$ cat config.mk
export PLATFORM = sky130hd
export DESIGN_NAME = mem_port_arbiter_flat
export DESIGN_NICKNAME = d
export VERILOG_FILES = /design/src/rtl/mem_port_arbiter_pkg.sv /design/src/rtl/mem_port_arbiter_if.sv /design/src/rtl/mem_port_arbiter.sv /design/src/flat_wrapper.sv
export SDC_FILE = /design/constraint.sdc
export NUM_CORES = 1
export LEC_CHECK = 0
export CAP_MARGIN = 20
export CORE_ASPECT_RATIO = 2
export CORE_MARGIN = 5
export CORE_UTILIZATION = 39
export CTS_CLUSTER_DIAMETER = 80
export CTS_CLUSTER_SIZE = 25
export DETAILED_ROUTE_END_ITERATION = 7
export PLACE_DENSITY = 0.73
export SYNTH_ARGS = -nofsm -noshare
export SYNTH_HDL_FRONTEND = slang
export SYNTH_SLANG_ARGS = --single-unit
export TNS_END_PERCENT = 100
$ cat constraint.sdc
create_clock -name clock -period 6.85 [get_ports clock]
set_input_delay 1.37 -clock clock [delete_from_list [all_inputs] [get_ports clock]]
set_output_delay 1.37 -clock clock [all_outputs]
set_load 0.05 [all_outputs]
$ cat src/rtl/mem_port_arbiter_pkg.sv
// Shared encodings and default widths for the unified memory port arbiter.
package mem_port_arbiter_pkg;

    typedef enum logic [1:0] {
        ST_IDLE   = 2'd0,
        ST_ACCESS = 2'd1,
        ST_RESP   = 2'd2
    } state_t;

    localparam logic OWN_IF = 1'b0;
    localparam logic OWN_DM = 1'b1;

    localparam int DEF_ADDR_W     = 32;
    localparam int DEF_DATA_W     = 32;
    localparam int DEF_MEM_LAT    = 2;
    localparam int DEF_STARVE_MAX = 4;

endpackage

$ cat src/rtl/mem_port_arbiter_if.sv
// Fetch, load/store and memory-side signals of the shared memory port.
interface mem_port_arbiter_if
    import mem_port_arbiter_pkg::*;
#(
    parameter int ADDR_W = DEF_ADDR_W,
    parameter int DATA_W = DEF_DATA_W
);

    logic              if_req;
    logic [ADDR_W-1:0] if_addr;
    logic              if_ack;
    logic [DATA_W-1:0] if_rdata;

    logic              dm_req;
    logic              dm_we;
    logic [ADDR_W-1:0] dm_addr;
    logic [DATA_W-1:0] dm_wdata;
    logic              dm_ack;
    logic [DATA_W-1:0] dm_rdata;

    logic              mem_en;
    logic              mem_we;
    logic [ADDR_W-1:0] mem_addr;
    logic [DATA_W-1:0] mem_wdata;
    logic [DATA_W-1:0] mem_rdata;

    logic              busy;
    logic              owner;

    // Requesters and memory model drive the master side; the arbiter is the slave.
    modport master (
        output if_req, if_addr, dm_req, dm_we, dm_addr, dm_wdata, mem_rdata,
        input  if_ack, if_rdata, dm_ack, dm_rdata,
        input  mem_en, mem_we, mem_addr, mem_wdata, busy, owner
    );

    modport slave (
        input  if_req, if_addr, dm_req, dm_we, dm_addr, dm_wdata, mem_rdata,
        output if_ack, if_rdata, dm_ack, dm_rdata,
        output mem_en, mem_we, mem_addr, mem_wdata, busy, owner
    );

endinterface

$ cat src/rtl/mem_port_arbiter.sv
// Arbitrates the single memory port between instruction fetch and data access,
// running one fixed-latency transaction at a time with bounded IF starvation.
module mem_port_arbiter
    import mem_port_arbiter_pkg::*;
#(
    parameter int ADDR_W     = DEF_ADDR_W,
    parameter int DATA_W     = DEF_DATA_W,
    parameter int MEM_LAT    = DEF_MEM_LAT,
    parameter int STARVE_MAX = DEF_STARVE_MAX
) (
    input  logic              clock,
    input  logic              reset,
    mem_port_arbiter_if.slave bus
);

    localparam int LW = (MEM_LAT > 1) ? $clog2(MEM_LAT) : 1;
    localparam int SW = (STARVE_MAX > 0) ? $clog2(STARVE_MAX + 1) : 1;

    state_t            state, state_nxt;
    logic [LW-1:0]     lat_cnt;
    logic [SW-1:0]     starve_cnt;
    logic              own;
    logic              a_we;
    logic [ADDR_W-1:0] a_addr;
    logic [DATA_W-1:0] a_wdata;
    logic [DATA_W-1:0] if_rd;
    logic [DATA_W-1:0] dm_rd;
    logic              grant;
    logic              grant_if;
    logic              access;

    always_comb begin
        state_nxt = state;
        grant     = 1'b0;
        grant_if  = 1'b0;
        case (state)
            ST_IDLE: begin
                if (bus.if_req || bus.dm_req) begin
                    grant     = 1'b1;
                    // DM wins ties unless IF has waited through STARVE_MAX DM grants.
                    grant_if  = bus.if_req && (!bus.dm_req || starve_cnt == SW'(STARVE_MAX));
                    state_nxt = ST_ACCESS;
                end
            end
            ST_ACCESS: begin
                if (lat_cnt == '0) state_nxt = ST_RESP;
            end
            ST_RESP:  state_nxt = ST_IDLE;
            default:  state_nxt = ST_IDLE;
        endcase
    end

    always_ff @(posedge clock or posedge reset) begin
        if (reset) begin
            state      <= ST_IDLE;
            lat_cnt    <= '0;
            starve_cnt <= '0;
            own        <= OWN_IF;
            a_we       <= 1'b0;
            a_addr     <= '0;
            a_wdata    <= '0;
            if_rd      <= '0;
            dm_rd      <= '0;
        end else begin
            state <= state_nxt;
            if (grant) begin
                own     <= grant_if ? OWN_IF : OWN_DM;
                a_addr  <= grant_if ? bus.if_addr : bus.dm_addr;
                a_we    <= !grant_if && bus.dm_we;
                a_wdata <= grant_if ? '0 : bus.dm_wdata;
                lat_cnt <= LW'(MEM_LAT - 1);
                if (grant_if)
                    starve_cnt <= '0;
                else if (bus.if_req && starve_cnt != SW'(STARVE_MAX))
                    starve_cnt <= starve_cnt + 1'b1;
            end
            if (state == ST_ACCESS) begin
                if (lat_cnt != '0)
                    lat_cnt <= lat_cnt - 1'b1;
                else if (!a_we) begin
                    // Read data is only valid in the last access cycle; stores keep dm_rd.
                    if (own == OWN_DM) dm_rd <= bus.mem_rdata;
                    else               if_rd <= bus.mem_rdata;
                end
            end
        end
    end

    assign access        = (state == ST_ACCESS);
    assign bus.mem_en    = access;
    assign bus.mem_we    = access && a_we;
    assign bus.mem_addr  = access ? a_addr : '0;
    assign bus.mem_wdata = access ? a_wdata : '0;
    assign bus.if_ack    = (state == ST_RESP) && (own == OWN_IF);
    assign bus.dm_ack    = (state == ST_RESP) && (own == OWN_DM);
    assign bus.if_rdata  = if_rd;
    assign bus.dm_rdata  = dm_rd;
    assign bus.busy      = (state != ST_IDLE);
    assign bus.owner     = own;

endmodule
$ cat src/flat_wrapper.sv
// flat-port wrapper written by rule: the top's interface ports become plain ports
module mem_port_arbiter_flat import mem_port_arbiter_pkg::*;
#(
    parameter int ADDR_W     = DEF_ADDR_W,
    parameter int DATA_W     = DEF_DATA_W,
    parameter int MEM_LAT    = DEF_MEM_LAT,
    parameter int STARVE_MAX = DEF_STARVE_MAX
)
  (clock, reset, bus_if_req, bus_if_addr, bus_dm_req, bus_dm_we, bus_dm_addr, bus_dm_wdata, bus_mem_rdata, bus_if_ack, bus_if_rdata, bus_dm_ack, bus_dm_rdata, bus_mem_en, bus_mem_we, bus_mem_addr, bus_mem_wdata, bus_busy, bus_owner);
  mem_port_arbiter_if #(.ADDR_W(ADDR_W), .DATA_W(DATA_W)) bus_i ();
  input  logic clock;
  input  logic reset;
  input wire logic [$bits(bus_i.if_req)-1:0] bus_if_req;
  input wire logic [$bits(bus_i.if_addr)-1:0] bus_if_addr;
  input wire logic [$bits(bus_i.dm_req)-1:0] bus_dm_req;
  input wire logic [$bits(bus_i.dm_we)-1:0] bus_dm_we;
  input wire logic [$bits(bus_i.dm_addr)-1:0] bus_dm_addr;
  input wire logic [$bits(bus_i.dm_wdata)-1:0] bus_dm_wdata;
  input wire logic [$bits(bus_i.mem_rdata)-1:0] bus_mem_rdata;
  output wire logic [$bits(bus_i.if_ack)-1:0] bus_if_ack;
  output wire logic [$bits(bus_i.if_rdata)-1:0] bus_if_rdata;
  output wire logic [$bits(bus_i.dm_ack)-1:0] bus_dm_ack;
  output wire logic [$bits(bus_i.dm_rdata)-1:0] bus_dm_rdata;
  output wire logic [$bits(bus_i.mem_en)-1:0] bus_mem_en;
  output wire logic [$bits(bus_i.mem_we)-1:0] bus_mem_we;
  output wire logic [$bits(bus_i.mem_addr)-1:0] bus_mem_addr;
  output wire logic [$bits(bus_i.mem_wdata)-1:0] bus_mem_wdata;
  output wire logic [$bits(bus_i.busy)-1:0] bus_busy;
  output wire logic [$bits(bus_i.owner)-1:0] bus_owner;
  assign bus_i.if_req = bus_if_req;
  assign bus_i.if_addr = bus_if_addr;
  assign bus_i.dm_req = bus_dm_req;
  assign bus_i.dm_we = bus_dm_we;
  assign bus_i.dm_addr = bus_dm_addr;
  assign bus_i.dm_wdata = bus_dm_wdata;
  assign bus_i.mem_rdata = bus_mem_rdata;
  assign bus_if_ack = bus_i.if_ack;
  assign bus_if_rdata = bus_i.if_rdata;
  assign bus_dm_ack = bus_i.dm_ack;
  assign bus_dm_rdata = bus_i.dm_rdata;
  assign bus_mem_en = bus_i.mem_en;
  assign bus_mem_we = bus_i.mem_we;
  assign bus_mem_addr = bus_i.mem_addr;
  assign bus_mem_wdata = bus_i.mem_wdata;
  assign bus_busy = bus_i.busy;
  assign bus_owner = bus_i.owner;
  mem_port_arbiter #(.ADDR_W(ADDR_W), .DATA_W(DATA_W), .MEM_LAT(MEM_LAT), .STARVE_MAX(STARVE_MAX)) u_core (.clock(clock), .reset(reset), .bus(bus_i));
endmodule
* After elaboration in Yosys (flattened, before gate mapping)
Index checks and enable logic that the tools add are counted.
** Word-level totals
- Input port bits :: 133
- Register bits :: 136
- Output and inout port bits :: 134
- Word-level logic and storage cells :: 54
** Cells by class
- Reduce and logical (&&, ||, !) cells :: 17
- Add/subtract/negate cells :: 2
- Bitwise gates (word level) :: 3
- Equal/unequal tests :: 6
- Mux-type cells :: 17
** Operators with widths (count)
- $mux W32 :: 4
- $mux W1 :: 8
- $reduce_and A4 Y1 :: 2
- $logic_and A1 B1 Y1 :: 6
- $mux W3 :: 2
- $mux W2 :: 2
- $pmux W2 S2 :: 1
- $reduce_and A2 Y1 :: 2
- $reduce_bool A2 Y1 :: 2
- $add A3 B1 Y3 const B :: 1
- $eq A3 B3 Y1 const B :: 1
- $ne A3 B3 Y1 const B :: 1
- $not A1 Y1 :: 3
- $eq A2 B1 Y1 const B :: 1
- $eq A2 B2 Y1 const B :: 1
- $logic_not A1 Y1 :: 2
- $logic_not A2 Y1 :: 1
- $logic_or A1 B1 Y1 :: 2
- $ne A2 B1 Y1 const B :: 1
- $ne A2 B2 Y1 const B :: 1
- $sub A1 B1 Y1 const B :: 1

* Logic depth before layout (Yosys ltp)
- Depth in word-level cells :: 7
- Mapped depth :: 6
- Mapped depth without buffers :: 5

* Worst setup path after synthesis
Ideal clock, no wire load.
- Kind :: reg-to-output
- Start :: register u_core.own (netlist: u_core.bus.owner)
- End :: output bus_if_ack
- Buffers on the path :: 0
- Required time :: 5480 ps
- Stages on the path, launching flop included :: 2
- Data arrival time :: 1819 ps
- Slack :: 3661 ps
- Cells stage by stage :: dfrtp_1 -> nor3b_1
** On the way
- Longest elaborated chain between the ends :: 2
** Ends and longest elaborated chain
- start, declared :: line mem_port_arbiter.sv:22 : logic own;
- start signal, assigned :: line mem_port_arbiter.sv:67 : own <= grant_if ? OWN_IF : OWN_DM;
- $not A1 Y1 :: line mem_port_arbiter.sv:94 : assign bus.if_ack = (state == ST_RESP) && (own == OWN_IF);
- $logic_and A1 B1 Y1 :: line mem_port_arbiter.sv:94
- end, declared :: line flat_wrapper.sv:20 : output wire logic [$bits(bus_i.if_ack)-1:0] bus_if_ack;
No other way between the ends.

* Worst setup path after layout
- Start :: register u_core.state[1]
- End :: output bus_mem_addr[28]
** On the way
- Longest elaborated chain between the ends :: 2
** Ends and longest elaborated chain
- start, declared :: line mem_port_arbiter.sv:19 : state_t state, state_nxt;
- start signal, assigned :: line mem_port_arbiter.sv:65 : state <= state_nxt;
- $eq A2 B1 Y1 :: line mem_port_arbiter.sv:89 : assign access = (state == ST_ACCESS);
- $mux W32 :: line mem_port_arbiter.sv:92 : assign bus.mem_addr = access ? a_addr : '0;
- end, declared :: line flat_wrapper.sv:26 : output wire logic [$bits(bus_i.mem_addr)-1:0] bus_mem_addr;
No other way between the ends.

==> flow_metrics.py <==
metrics = {
    "placed_design": {
        "placed_area_um2": 9065,
        "port_buffers": 266,
        "place.gp.congestion": 0.8265,
        "dpl.hpwl_um": 14060,
        "preCtsSetupSlack_ns": 2.932,
    },
    "critical_path": {
        "cpMaxStageDelayCell": "clkdlybuf4s50_1",
        "path_class": "flip-flop to output pin",
        "worstPathMaxFanout": 58,
        "arrival_ns": 2.94,
        "crit_required_ns": 5.48,
        "max_stage_delay_ns": 0.83,
        "crit_buf_inv": 3,
        "worst_setup_path_start_kind": "flip-flop",
        "worstSetupEndpointType": "output pin",
        "crit_chain": "nand2b_1 -> inv_1 -> buf_4 -> and2_1 -> clkdlybuf4s50_1",
        "path_delay_family": "buffers and inverters",
    },
    "hold_path": {
        "hp-class": "flip-flop to flip-flop",
    },
    "route": {
        "initialDrtViolationCount": 159,
        "wl_met2_um": 10370,
        "firstDrtPassIters": 6,
        "top_layer_used": "met4",
        "vias": 5275,
        "ant_nets": 0,
        "wl_um": 19390,
        "vias_per_cell": 5.259,
        "drc": 0,
        "wl_met1_um": 7115,
        "routedWlPerCell_um": 19.33,
        "wl_met3_um": 1203,
    },
    "yosys": {
        "synthCells": 546,
        "netlist_area_um2": 6223,
        "synth_edf_count": 0,
        "synthFlopType": "dfrtp_1",
        "yosysMostFrequentCell": "dfrtp_1",
        "synth_cell_type_count": 30,
        "yosysTopAreaCellShare": 0.5468,
        "synth_area_leaders": "dfrtp_1 55%, mux2_4 7.2%, and2_1 6.6%",
        "syn_area_per_cell_um2": 11.40,
        "syn-num-nets": 681,
        "ys_ff_latch": 136,
        "yosys-top-cells-count": "136 x dfrtp_1, 67 x nand3_1, 66 x and2_1",
        "ys_seq_area_frac": 0.5468,
        "yosys.area.top_type": "dfrtp_1",
        "async_flop_share": 1.000,
        "yosysWarnings": 0,
    },
    "clocking": {
        "cts_hold_buffers": 0,
        "cts_tree": "built",
        "cts_setup_buffers": 0,
        "cts_buffer_depth": 2,
        "worst_skew_pair.late_latency_ns": 0.41,
        "htreeDepth": 4,
        "clkTransAtPathRegs_ns": 0.06,
        "cts-resized-gates": 0,
        "cts-root-buf": "clkbuf_16",
        "cts_sinks": 136,
        "cts-buffers-inserted": 17,
    },
    "timing": {
        "hold_violations": 0,
        "period_minus_slack_ns": 4.307,
        "fin_tns_setup_ns": 0,
        "finalMaxSlewViolations": 0,
        "setup_viol": 0,
        "period_share": 0.6287,
        "tightestPinTransition_ns": 1.063,
        "max_freq_mhz": 232.2,
        "relSlewSlack": 0.2915,
        "finClkSkew_ns": 0.006451,
        "holdWs_ns": 0.4803,
        "rsz0062_at_grt": "false",
        "setup_slack_ns": 2.543,
    },
    "power": {
        "switching_share": 0.4761,
        "seqPwrFrac": 0.243,
        "p_switching_mw": 2.860,
        "power_frac_comb": 0.595,
        "power.internal_mw": 3.147,
        "irDropWorstVdd_v": 0.0003109,
        "leakagePower_nw": 3.932,
        "power_mw": 6.007,
        "clock_power_share": 0.162,
        "p_per_area_nw_per_um2": 619.2,
    },
    "floorplanning": {
        "start_util": 0.3944,
        "coreArea_um2": 15780,
        "die-width_um": 99.33,
        "die_height_um": 188.7,
        "fp-row-count": 65,
        "ios": 267,
        "fp.dieArea_um2": 18740,
    },
    "grt": {
        "grt_pass1_vias": 5840,
        "grt_max_degree": 74,
        "grt_antenna_before_repair": 0,
        "grt_use_total": 0.2092,
        "grt_pass1_wl_um": 30930,
        "overflow": 0,
    },
    "job": {
        "max-cap-violations": 0,
    },
    "layout": {
        "fin_nets": 924,
        "syn_to_final_growth_pct": 55.89,
        "design_area_um2": 9702,
        "drive_above_1_share": 0.1397,
        "n_antenna_cell": 0,
    },
    "run_status": {
        "outcome": "complete, no violations",
    },
}
power by group through the flow:
stage | registers [mW] | logic [mW] | clock network (mW)
floorplan | 2.09 | 1.75 | 0
global placement | 1.45 | 3.51 | 0
detailed placement | 1.47 | 3.60 | 0
CTS | 1.46 | 3.61 | 1.00
global route | 1.51 | 3.76 | 1.04
finish | 1.46 | 3.57 | 0.975
placed cells by master (no fill, tap or decap), types with 4 or more instances in the layout:
master           Yosys  final
clkdlybuf4s50_1      0    266
dfrtp_1            136    136
nand3_1             67     67
and2_1              66     66
o21ai_0             35     35
a21oi_1             34     34
o2bb2ai_1           33     33
a31oi_1             32     32
mux2_2              32     32
mux2_4              30     30
clkbuf_16            0     17
buf_4                0      8
inv_1                6      5
clkinvlp_4           0      4
bufinv_16            0      4
logic make-up after synthesis:
group,count (synthesis),synth area share
multiplexers,64,0.1339
flip-flops,136,0.5468
AND/OR/NAND/NOR,149,0.1371
AO/OA/AOI/OAI,137,0.1381
buffers and inverters,58,0.04001
adder cells (fa/ha/maj),2,0.004020
sequential cells by signal, indices dropped and copies added, names as in the netlist:
| name | cells |
|---|---|
| u_core.a_we | 1 |
| u_core.a_addr | 32 |
| u_core.bus.dm_rdata | 32 |
| u_core.state | 2 |
| u_core.bus.if_rdata | 32 |
| u_core.bus.owner | 1 |
| u_core.a_wdata | 32 |
| u_core.lat_cnt | 1 |
| u_core.starve_cnt | 3 |
cell type report:
class                           instances  area [um2]
Clock buffer                           19       442.9
Clock inverter                         13       193.9
Fill cell                            1301        6076
Inverter                                6       27.53
Multi-Input combinational cell        352        2605
Sequential cell                       136        3403
Tap cell                              201       251.5
Timing Repair Buffer                  276        2778
final timing paths:
| check | startpoint | end | slack (ns) | cells past startpoint |
|---|---|---|---|---|
| max | u_core.state[1] | bus_mem_addr[28] | 2.54 | 5 |
| min | u_core.a_wdata[5] | u_core.a_wdata[5] | 0.48 | 1 |
| max reg2reg | u_core.state[0] | u_core.a_wdata[24] | 4.37 | 3 |
| min reg2reg | u_core.a_wdata[5] | u_core.a_wdata[5] | 0.48 | 1 |
| max in group asynchronous | reset | u_core.bus.if_rdata[15] | 4.13 | 3 |
| min in group asynchronous | reset | u_core.a_addr[22] | 1.41 | 2 |
routing by layer:
layer,up-vias,GRT usage
met5,-,0
met4,0,0.09732
met3,43,0.05076
met2,228,0.3793
met1,2558,0.2235
li1,2446,-
per-stage QoR:
stage,cells,util
final,1003,0.6149
after global routing,1003,0.6149
after CTS,1003,0.6149
after detailed placement,971,0.5745
after global placement,969,0.5711
after floorplan,546,-
Note: power is estimated with default switching activity, not from simulation.
